## config.mk

```make
export PLATFORM = sky130hd
export DESIGN_NAME = slave_route_lock
export DESIGN_NICKNAME = d
export VERILOG_FILES = /design/src/rtl/xbar_pkg.sv /design/src/rtl/outstanding_ctr.sv /design/src/rtl/slave_route_lock.sv
export SDC_FILE = /design/constraint.sdc
export NUM_CORES = 1
export LEC_CHECK = 0
export CAP_MARGIN = 20
export CELL_PAD_IN_SITES_DETAIL_PLACEMENT = 1
export CELL_PAD_IN_SITES_GLOBAL_PLACEMENT = 1
export CORE_ASPECT_RATIO = 1.75
export CORE_MARGIN = 1.5
export CORE_UTILIZATION = 37
export DETAILED_ROUTE_END_ITERATION = 6
export DONT_BUFFER_PORTS = 1
export PLACE_DENSITY_LB_ADDON = 0.05
export RECOVER_POWER = 50
export SETUP_SLACK_MARGIN = 0.2
export SLEW_MARGIN = 20
export SYNTH_ARGS = -nofsm -noshare
export SYNTH_HDL_FRONTEND = slang
export SYNTH_SLANG_ARGS = --single-unit
```

## constraint.sdc

```tcl
create_clock -name i_clk -period 3.3 [get_ports i_clk]
set_input_delay 0.165 -clock i_clk [delete_from_list [all_inputs] [get_ports i_clk]]
set_output_delay 0.165 -clock i_clk [all_outputs]
set_load 0.05 [all_outputs]
```

## src/rtl/xbar_pkg.sv

```systemverilog
// rtl/xbar_pkg.sv - shared types and helpers for the crossbar slave route lock
//
// Purpose: route-lock state encoding and the outstanding-request limit
//          derived from LGMAXBURST.
// Ports:   none (package).
package xbar_pkg;

  typedef enum logic [1:0] {
    IDLE = 2'd0,
    BUSY = 2'd1,
    ERR  = 2'd2
  } route_state_t;

  function automatic int max_outstanding(input int lgmaxburst);
    return 1 << lgmaxburst;
  endfunction

endpackage

```

## src/rtl/outstanding_ctr.sv

```systemverilog
// rtl/outstanding_ctr.sv - up/down outstanding-request counter with zero/full flags
//
// Purpose: counts requests issued but not yet acknowledged.
// Ports:
//   i_clk, i_reset_n   clock, synchronous active-low reset
//   i_inc              one request issued this cycle
//   i_dec              one response returned this cycle (ignored at zero)
//   o_count            current count, 0..2^LGMAXBURST
//   o_full             count == 2^LGMAXBURST
//   o_zero             count == 0
module outstanding_ctr
  import xbar_pkg::*;
#(
  parameter int LGMAXBURST = 6
) (
  input  logic                  i_clk,
  input  logic                  i_reset_n,
  input  logic                  i_inc,
  input  logic                  i_dec,
  output logic [LGMAXBURST:0]   o_count,
  output logic                  o_full,
  output logic                  o_zero
);

  localparam int                MAX       = max_outstanding(LGMAXBURST);
  localparam logic [LGMAXBURST:0] MAX_COUNT = (LGMAXBURST+1)'(MAX);
  localparam logic [LGMAXBURST:0] ONE       = (LGMAXBURST+1)'(1);

  logic dec_eff;
  logic inc_eff;

  // An ack with nothing outstanding is a protocol violation: drop it so the
  // count never wraps below zero.
  assign dec_eff = i_dec && !o_zero;
  // Never count past MAX unless a response frees a slot in the same cycle.
  assign inc_eff = i_inc && (!o_full || dec_eff);

  always_ff @(posedge i_clk) begin
    if (!i_reset_n) begin
      o_count <= '0;
    end else if (inc_eff && !dec_eff) begin
      o_count <= o_count + ONE;
    end else if (dec_eff && !inc_eff) begin
      o_count <= o_count - ONE;
    end
  end

  assign o_full = (o_count == MAX_COUNT);
  assign o_zero = (o_count == '0);

endmodule

```

## src/rtl/slave_route_lock.sv

```systemverilog
// rtl/slave_route_lock.sv - locks a master channel to one slave while responses are outstanding
//
// Purpose: sits after the crossbar address decoder. Routed requests are
//          registered and forwarded; a request to a different slave waits
//          until every outstanding response has drained. None-selected
//          requests are answered in order with a one-cycle local bus error.
// Ports:
//   i_clk, i_reset_n        clock, synchronous active-low reset
//   i_valid/o_stall         upstream request handshake (o_stall combinational)
//   i_decode[NS:0]          one-hot decode, bit NS = none-selected
//   i_addr, i_data          request payload
//   o_valid/i_stall         downstream request handshake (o_valid registered)
//   o_sel, o_addr, o_data   registered downstream request
//   i_ack                   one response from the locked slave
//   o_err                   one-cycle bus error for a none-selected request
//   o_outstanding           outstanding response count
//   o_idle                  nothing outstanding, nothing pending, no error
module slave_route_lock
  import xbar_pkg::*;
#(
  parameter int NS           = 8,
  parameter int AW           = 32,
  parameter int DW           = 38,
  parameter int LGMAXBURST   = 6,
  parameter bit OPT_LOWPOWER = 1'b0
) (
  input  logic                i_clk,
  input  logic                i_reset_n,
  input  logic                i_valid,
  output logic                o_stall,
  input  logic [NS:0]         i_decode,
  input  logic [AW-1:0]       i_addr,
  input  logic [DW-1:0]       i_data,
  output logic                o_valid,
  input  logic                i_stall,
  output logic [NS-1:0]       o_sel,
  output logic [AW-1:0]       o_addr,
  output logic [DW-1:0]       o_data,
  input  logic                i_ack,
  output logic                o_err,
  output logic [LGMAXBURST:0] o_outstanding,
  output logic                o_idle
);

  localparam logic [LGMAXBURST:0] ONE = (LGMAXBURST+1)'(1);

  route_state_t           state;
  logic [NS-1:0]          lock_sel;
  logic [NS-1:0]          req_sel;
  logic                   decode_none;
  logic                   routed;
  logic                   none_sel;
  logic                   accept;
  logic                   routed_acc;
  logic                   none_acc;
  logic                   ctr_full;
  logic                   ctr_zero;
  logic                   last_ack;

  assign req_sel = i_decode[NS-1:0];
  // An empty decode or the explicit none-selected bit both mean "no slave";
  // a malformed decode carrying the none bit is answered with an error too.
  assign decode_none = i_decode[NS] || (req_sel == '0);
  assign routed      = i_valid && !decode_none;
  assign none_sel    = i_valid && decode_none;

  assign o_stall = (o_valid && i_stall)
                || (state == ERR)
                || (ctr_full && !i_ack)
                || (!ctr_zero && routed && (req_sel != lock_sel))
                || (none_sel && (!ctr_zero || o_valid));

  assign accept     = i_valid && !o_stall;
  assign routed_acc = accept && !decode_none;
  assign none_acc   = accept && decode_none;

  outstanding_ctr #(
    .LGMAXBURST (LGMAXBURST)
  ) u_ctr (
    .i_clk     (i_clk),
    .i_reset_n (i_reset_n),
    .i_inc     (routed_acc),
    .i_dec     (i_ack),
    .o_count   (o_outstanding),
    .o_full    (ctr_full),
    .o_zero    (ctr_zero)
  );

  // The final response drains the lock unless a new request takes its place.
  assign last_ack = (o_outstanding == ONE) && i_ack && !routed_acc;

  always_ff @(posedge i_clk) begin
    if (!i_reset_n) begin
      state    <= IDLE;
      lock_sel <= '0;
      o_err    <= 1'b0;
      o_valid  <= 1'b0;
      o_sel    <= '0;
      o_addr   <= '0;
      o_data   <= '0;
    end else begin
      case (state)
        IDLE: begin
          if (routed_acc) begin
            state <= BUSY;
          end else if (none_acc) begin
            state <= ERR;
          end
        end
        BUSY: begin
          if (last_ack) begin
            state <= IDLE;
          end
        end
        ERR:     state <= IDLE;
        default: state <= IDLE;
      endcase

      o_err <= none_acc;

      if (routed_acc) begin
        lock_sel <= req_sel;
      end

      if (routed_acc) begin
        o_valid <= 1'b1;
        o_sel   <= req_sel;
        o_addr  <= i_addr;
        o_data  <= i_data;
      end else if (!(o_valid && i_stall)) begin
        o_valid <= 1'b0;
        if (OPT_LOWPOWER) begin
          o_sel  <= '0;
          o_addr <= '0;
          o_data <= '0;
        end
      end
    end
  end

  assign o_idle = ctr_zero && !o_valid && !o_err;

endmodule

```

After elaboration in Yosys (flattened, before gate mapping). Index checks and enable logic that the tools add are counted.

Add/sub/neg operators: 2. Muxes and demuxes: 8. Eq/ne operators: 8. Reductions and logical operators: 40.

Operators with widths (number): $logic_and 1x1->1 (18); $mux 7 (2); $logic_not 1->1 (10); $logic_not 8->1 (1); $ne 8x8->1 (1); $add 7x1->7 const B (1); $eq 7x1->1 const B (1); $eq 7x7->1 const B (1); $logic_not 7->1 (1); $logic_or 1x1->1 (7); $sub 7x1->7 const B (1); $mux 2 (3); $ne 2x2->1 const B (2); $pmux 2 s2 (1); $ne 3x3->1 const B (1); $eq 2x1->1 const B (1); $eq 2x2->1 const B (1); $logic_not 2->1 (1); $mux 1 (2); $reduce_and 2->1 (1); $reduce_bool 2->1 (1).

Bits of input ports: 84. Register bits: 89. Logic and storage cells: 65.

Logic depth before layout (Yosys ltp).
Word-level depth: 16. Gate-level depth with buffers: 15.

Cells and area by module. A second synthesis with hierarchy kept.

Cell total of the unflattened synthesis: 462. Area total of the unflattened synthesis: 3801.1 um^2.

Modules (own cells, without submodules): slave_route_lock (times used 1, area an instance 3241.9 um^2, cells each 396); outstanding_ctr (times used 1, area an instance 559.3 um^2, cells each 66).

Worst setup path before layout. Ideal clock, no wire load.

Kind: flip-flop to flip-flop. Start: reg u_ctr.o_count[0]. End: reg u_ctr.o_count[6]. Data required time: 3181 ps. Period minus slack after synthesis: 3444 ps. Setup slack: -144 ps. Arrival: 3325 ps. Setup time: 119 ps. Cell stages (with the launch flop): 16. Cell sequence: dfxtp_1 -> inv_1 -> ha_1 -> and3b_1 -> a211oi_1 -> nand2_2 -> nor3b_2 -> buf_6 -> buf_12 -> ha_1 -> clkbuf_1 -> nand4_1 -> o21ai_0 -> nor3b_1 -> xnor2_1 -> nor2_1.

Word-level cells in the longest chain between the ends: 13. Elaborated cells between the ends (all ways): 27.

RTL lines: from (decl) (RTL line outstanding_ctr.sv:20) `output logic [LGMAXBURST:0] o_count,`; from (signal assigned) (RTL line outstanding_ctr.sv:42) `o_count <= o_count + ONE;`; from (signal assigned) (RTL line outstanding_ctr.sv:44) `o_count <= o_count - ONE;`; $logic_not 7->1 (RTL line outstanding_ctr.sv:49) `assign o_zero = (o_count == '0);`; $logic_not 1->1 (RTL line outstanding_ctr.sv:34, slave_route_lock.sv:70, slave_route_lock.sv:71); $logic_and 1x1->1 (2 in a row) (RTL line slave_route_lock.sv:70) `|| (!ctr_zero && routed && (req_sel != lock_sel))`; $logic_or 1x1->1 (RTL line slave_route_lock.sv:70); $logic_or 1x1->1 (RTL line slave_route_lock.sv:71) `|| (none_sel && (!ctr_zero || o_valid));`; $logic_not 1->1 (RTL line slave_route_lock.sv:73) `assign accept = i_valid && !o_stall;`; $logic_and 1x1->1 (RTL line slave_route_lock.sv:73); $logic_and 1x1->1 (RTL line slave_route_lock.sv:74) `assign routed_acc = accept && !decode_none;`; $logic_and 1x1->1 (RTL line outstanding_ctr.sv:36) `assign inc_eff = i_inc && (!o_full || dec_eff);`; $logic_not 1->1 (RTL line outstanding_ctr.sv:43) `end else if (dec_eff && !inc_eff) begin`; $logic_and 1x1->1 (RTL line outstanding_ctr.sv:43); $reduce_bool 2->1 (no line).

Several ways; a longest one is shown, not always the timed one. The select of a mux whose other input is x is not followed. A chain may end at the register's enable or synchronous reset.

Worst setup path in the final report. Same ends and word-level chain as after synthesis.

==> results.txt <==
For this run, the number of standard cells in the final layout without fillers is 661. The H-tree generated during clock tree synthesis spans 3 levels. The routability congestion estimate came out at 0.759. The signal on the critical path passes through inv_1 > ha_1 > and3b_1 > a211oi_2 > nand2_2 > nor3b_4 > ha_2 > nand4_1 > o21ai_0 > nor3b_1 > xnor2_1 > nor2_1. The final-report max-slew violation count is 0. After global routing the overflow that remains totals 0. The area of the core came out at 0.0106 mm2. The met3 global-route usage came out at 6.12%.

The count of port buffers added during placement is 0. The flow ran to the end, and the final reports show no timing, DRC or antenna violations. The worst ir drop on vdd is 416 uV. The netlist uses 37 different library cells. Counting every net in the synthesized netlist gives 518. Entering global routing, the biggest net connects 91 pins. The setup TNS after final layout is 0 ps.

The register bit count reported by yosys came out at 89. The repair_antennas step left the layout with diodes totalling 0. The worst clock skew on the final layout came out at 9.60 ps. The width of the die came out at 81.4 um.

STA puts the critical path data arrival time at 3060 ps. Global routing used 20.3% of the available tracks across all layers. The synthesized netlist occupies a cell area of 0.00398 mm2. Synthesis produced a netlist whose cell count is 429. The detailed-placement wirelength estimate came out at 6.93 mm. The share of the yosys chip area belonging to registers is 44.7%.

The number of DRC violations after detailed routing is 0. Total power for the finished layout comes to 3.89 mW. The top fanout value on the critical path came out at 7. The adder and majority cell fraction of the synthesized area came out at 1.57%. TritonCTS built the clock tree. The combinational family with the most area after synthesis is simple AND/OR/NAND/NOR gates. The maximum root-to-sink buffer count is 2. The post-detailed-route wirelength per cell is 17.4 um. The ratio of final minimum period to clock period is 86.2%. The global-route wire length before repair is 17.4 mm. The clock transition at the registers of the reported paths came out at 60 ps. The layout cell share with drive strength beyond 1 came out at 5.46%. The post-synthesis xor/xnor area fraction is 3.08%.

The layout filler cell count came out at 1210. Of the post-synthesis cell area, the part taken by muxes is 19.8%. The category of the worst setup path launch point is a register. The maximum clock frequency is 351 MHz. The via count of the first global-routing pass is 3424. STA classifies the critical path endpoint as a register. The worst setup path is of the reg -> reg kind. The layout-stage area growth over the synthesis result is 33.4%. The hold violation count in the final report is 0.

The row count came out at 50. The required time of the critical path came out at 3520 ps. The iteration-0 DRC count of the detailed router came out at 71. The vertical die dimension is 140 um. During synthesis, Yosys emitted a total of 0 warnings. The average via count per standard cell came out at 4.99. The relative slew slack is 32.3%. The met2 track demand over resource is 39.5%. The routing usage on met1 came out at 19.4%. The final layout contains routed wiring with a total length of 11.5 mm. The count of clock tree sinks is 89. At the pin with the least slew margin, the transition time is 1010 ps. In this run the clock root is driven by a sky130_fd_sc_hd__clkbuf_16. The length of the first detailed-routing pass in iterations came out at 4. Pin placement for this block handled 173 I/O pins.

Each instance of the synthesized netlist takes up on average 9.29 um2. The number of buffers inserted during clock tree synthesis is 9. Setup violations remaining at the end of the flow were counted as 0. For this design, the slowest cell found on the critical path is sky130_fd_sc_hd__dfxtp_4. The power density over the cells is 731 mW/mm2. The static leakage is 1.99 nW. The die covers 0.0114 mm2.

The path class of the lowest-slack min-delay path is in -> reg. Setup repair after global routing left no endpoint under its margin. The clock insertion delay at the later pin of the skew report is 330 ps.

The tool flagged a number of max-cap violations equal to 0. The global routing stage identified its most utilized layer as met2. The initial antenna violation count is 0. Summing the areas of all compound-gate instances in the mapped netlist gives 2.36% of the synthesized area. Including well taps, the total number of placed cells is 545. The total number of vias is 3297.

The basic-gate share of the synthesized area counting and, or, nand and nor cells is 22.0%. The maximum single-stage delay on the critical path came out at 480 ps. The count of antenna-violating nets left after detailed routing came out at 0. The initial core utilization is 37.7%. The number of nets in the final layout came out at 615. For the finished layout, the period the worst path requires is 2850 ps.
==> layout make-up <==
cell class	instances	area, um2	area share [%]
clock buffers	12	246	4.64
clock inverters	4	52.6	0.989
inverters	3	11.3	0.212
multi-input cells	308	1960	36.8
flip-flops and latches	89	1790	33.7
well taps	130	163	3.06
repair buffers	115	1090	20.6
==> per-layer routing <==
metal  vias up  share of wire [%]  wire (um)
met1      1599                 35       3990
li1       1591                  -          -
met5         -                  0          0
met3        11                6.5        751
met2        96                 58       6600
met4         0                1.2        133
==> path summary, 6_finish.rpt <==
path / from / to / slack [ps] / cells past startpoint
hold / removal: i_reset_n / o_data[37]$_SDFFE_PN0P_ / 10 / 2
setup / recovery: u_ctr.o_count[0]$_SDFFE_PN0P_ / u_ctr.o_count[6]$_SDFFE_PN0P_ / 450 / 12
hold reg to reg: state[0]$_SDFFE_PN0P_ / state[1]$_SDFFE_PN0P_ / 450 / 1
setup reg to reg: u_ctr.o_count[0]$_SDFFE_PN0P_ / u_ctr.o_count[6]$_SDFFE_PN0P_ / 450 / 12
==> state kept, by name, indices dropped and copies added (netlist names) <==
register,cells
state,2
o_err,1
o_data,38
o_addr,32
lock_sel,8
u_ctr.o_count,7
o_valid,1
==> critical path: cells and delay by family (launching register included) <==
| kind | cells | cell delay [ps] |
|---|---|---|
| buffers and inverters | 1 | 100 |
| and+or+nand+nor | 6 | 1000 |
| adders and majority gates | 2 | 520 |
| AOI/OAI and AO/OA | 2 | 480 |
| xor gates and xnor gates | 1 | 150 |
| DFF | 1 | 480 |
==> synth_stat cells <==
library cell | number | area, um2
sky130_fd_sc_hd__buf_6 | 1 | 11.3
sky130_fd_sc_hd__clkbuf_1 | 20 | 75.1
sky130_fd_sc_hd__nor3b_1 | 1 | 7.51
sky130_fd_sc_hd__a211oi_1 | 1 | 7.51
sky130_fd_sc_hd__nand4_1 | 2 | 12.5
sky130_fd_sc_hd__nand2_1 | 159 | 597
sky130_fd_sc_hd__nand3b_1 | 1 | 7.51
sky130_fd_sc_hd__or3_2 | 1 | 7.51
sky130_fd_sc_hd__dfxtp_1 | 89 | 1780
sky130_fd_sc_hd__nor2b_1 | 2 | 12.5
sky130_fd_sc_hd__and2_1 | 3 | 18.8
sky130_fd_sc_hd__nand4b_1 | 1 | 8.76
sky130_fd_sc_hd__or3_1 | 2 | 12.5
sky130_fd_sc_hd__xor2_1 | 10 | 87.6
sky130_fd_sc_hd__a21boi_4 | 1 | 18.8
sky130_fd_sc_hd__buf_12 | 8 | 160
sky130_fd_sc_hd__nor4_1 | 2 | 12.5
sky130_fd_sc_hd__a21oi_1 | 6 | 30.0
sky130_fd_sc_hd__mux2i_1 | 79 | 791
sky130_fd_sc_hd__nand2_2 | 1 | 6.26
sky130_fd_sc_hd__nor3_1 | 2 | 10.0
sky130_fd_sc_hd__nand2b_1 | 1 | 6.26
sky130_fd_sc_hd__nor3b_2 | 1 | 12.5
sky130_fd_sc_hd__nand4bb_1 | 1 | 11.3
sky130_fd_sc_hd__nor4_4 | 3 | 63.8
sky130_fd_sc_hd__ha_1 | 5 | 62.6
sky130_fd_sc_hd__o21ai_0 | 3 | 15.0
sky130_fd_sc_hd__and3_1 | 1 | 6.26
sky130_fd_sc_hd__xnor2_1 | 4 | 35.0
sky130_fd_sc_hd__and3b_1 | 1 | 8.76
sky130_fd_sc_hd__nand3b_2 | 1 | 11.3
sky130_fd_sc_hd__inv_1 | 3 | 11.3
sky130_fd_sc_hd__or4_1 | 1 | 7.51
sky130_fd_sc_hd__o21a_1 | 1 | 7.51
sky130_fd_sc_hd__o21ai_1 | 1 | 5.00
sky130_fd_sc_hd__o21ba_1 | 1 | 10.0
sky130_fd_sc_hd__nor2_1 | 9 | 33.8
==> cell usage in the layout (no fill, tap or decap), drive strengths merged, types with 2 or more instances in the layout <==
cell type and n:
nor2 9, xor2 10, nand3b 2, mux2i 79, inv 3, xnor2 4
buf 3, nor3 2, clkbuf 25, dfxtp 89, dlygate4sd3 99, nand2 160
clkinv 3, nand4 2, ha 5, nor4 5, or3 3, nor3b 2
and2 3, o21ai 4, a21oi 6, nor2b 2
==> where the power goes <==
part | switching [mW] | total, mW | internal [mW]
registers | 0.620 | 1.87 | 1.25
logic | 0.573 | 0.986 | 0.413
clock network | 0.420 | 1.03 | 0.610
total | 1.61 | 3.89 | 2.28
==> cells by family (layout without fill, tap and decap cells) <==
kind of cell | after synthesis | in the layout
AND/OR/NAND/NOR | 196 | 196
flip-flops | 89 | 89
multiplexers | 79 | 79
buffers and inverters | 32 | 134
AO/OA/AOI/OAI | 14 | 14
XOR/XNOR | 14 | 14
adder cells (fa/ha/maj) | 5 | 5
==> what timing repair did <==
item                                    CTS  global route
gates resized for setup                   0             2
endpoints found under the setup margin    0             1
setup buffers                             0             0
hold buffers                            100             0
endpoints found under the hold margin    81             0
==> through the flow <==
step | hold slack, ps | utilization [%] | instance area (um2) | worst slack, ps
detailed placement | 304 | 38.2 | 4040 | 366
global route | 14.4 | 50.3 | 5320 | 225
CTS | 3.66 | 50.7 | 5360 | 367
global placement | 306 | 38.2 | 4040 | 473
floorplan | 307 | - | 3990 | 296
finish | 14.4 | 50.3 | 5320 | 454
No activity file was read; power rests on OpenSTA's default activity.
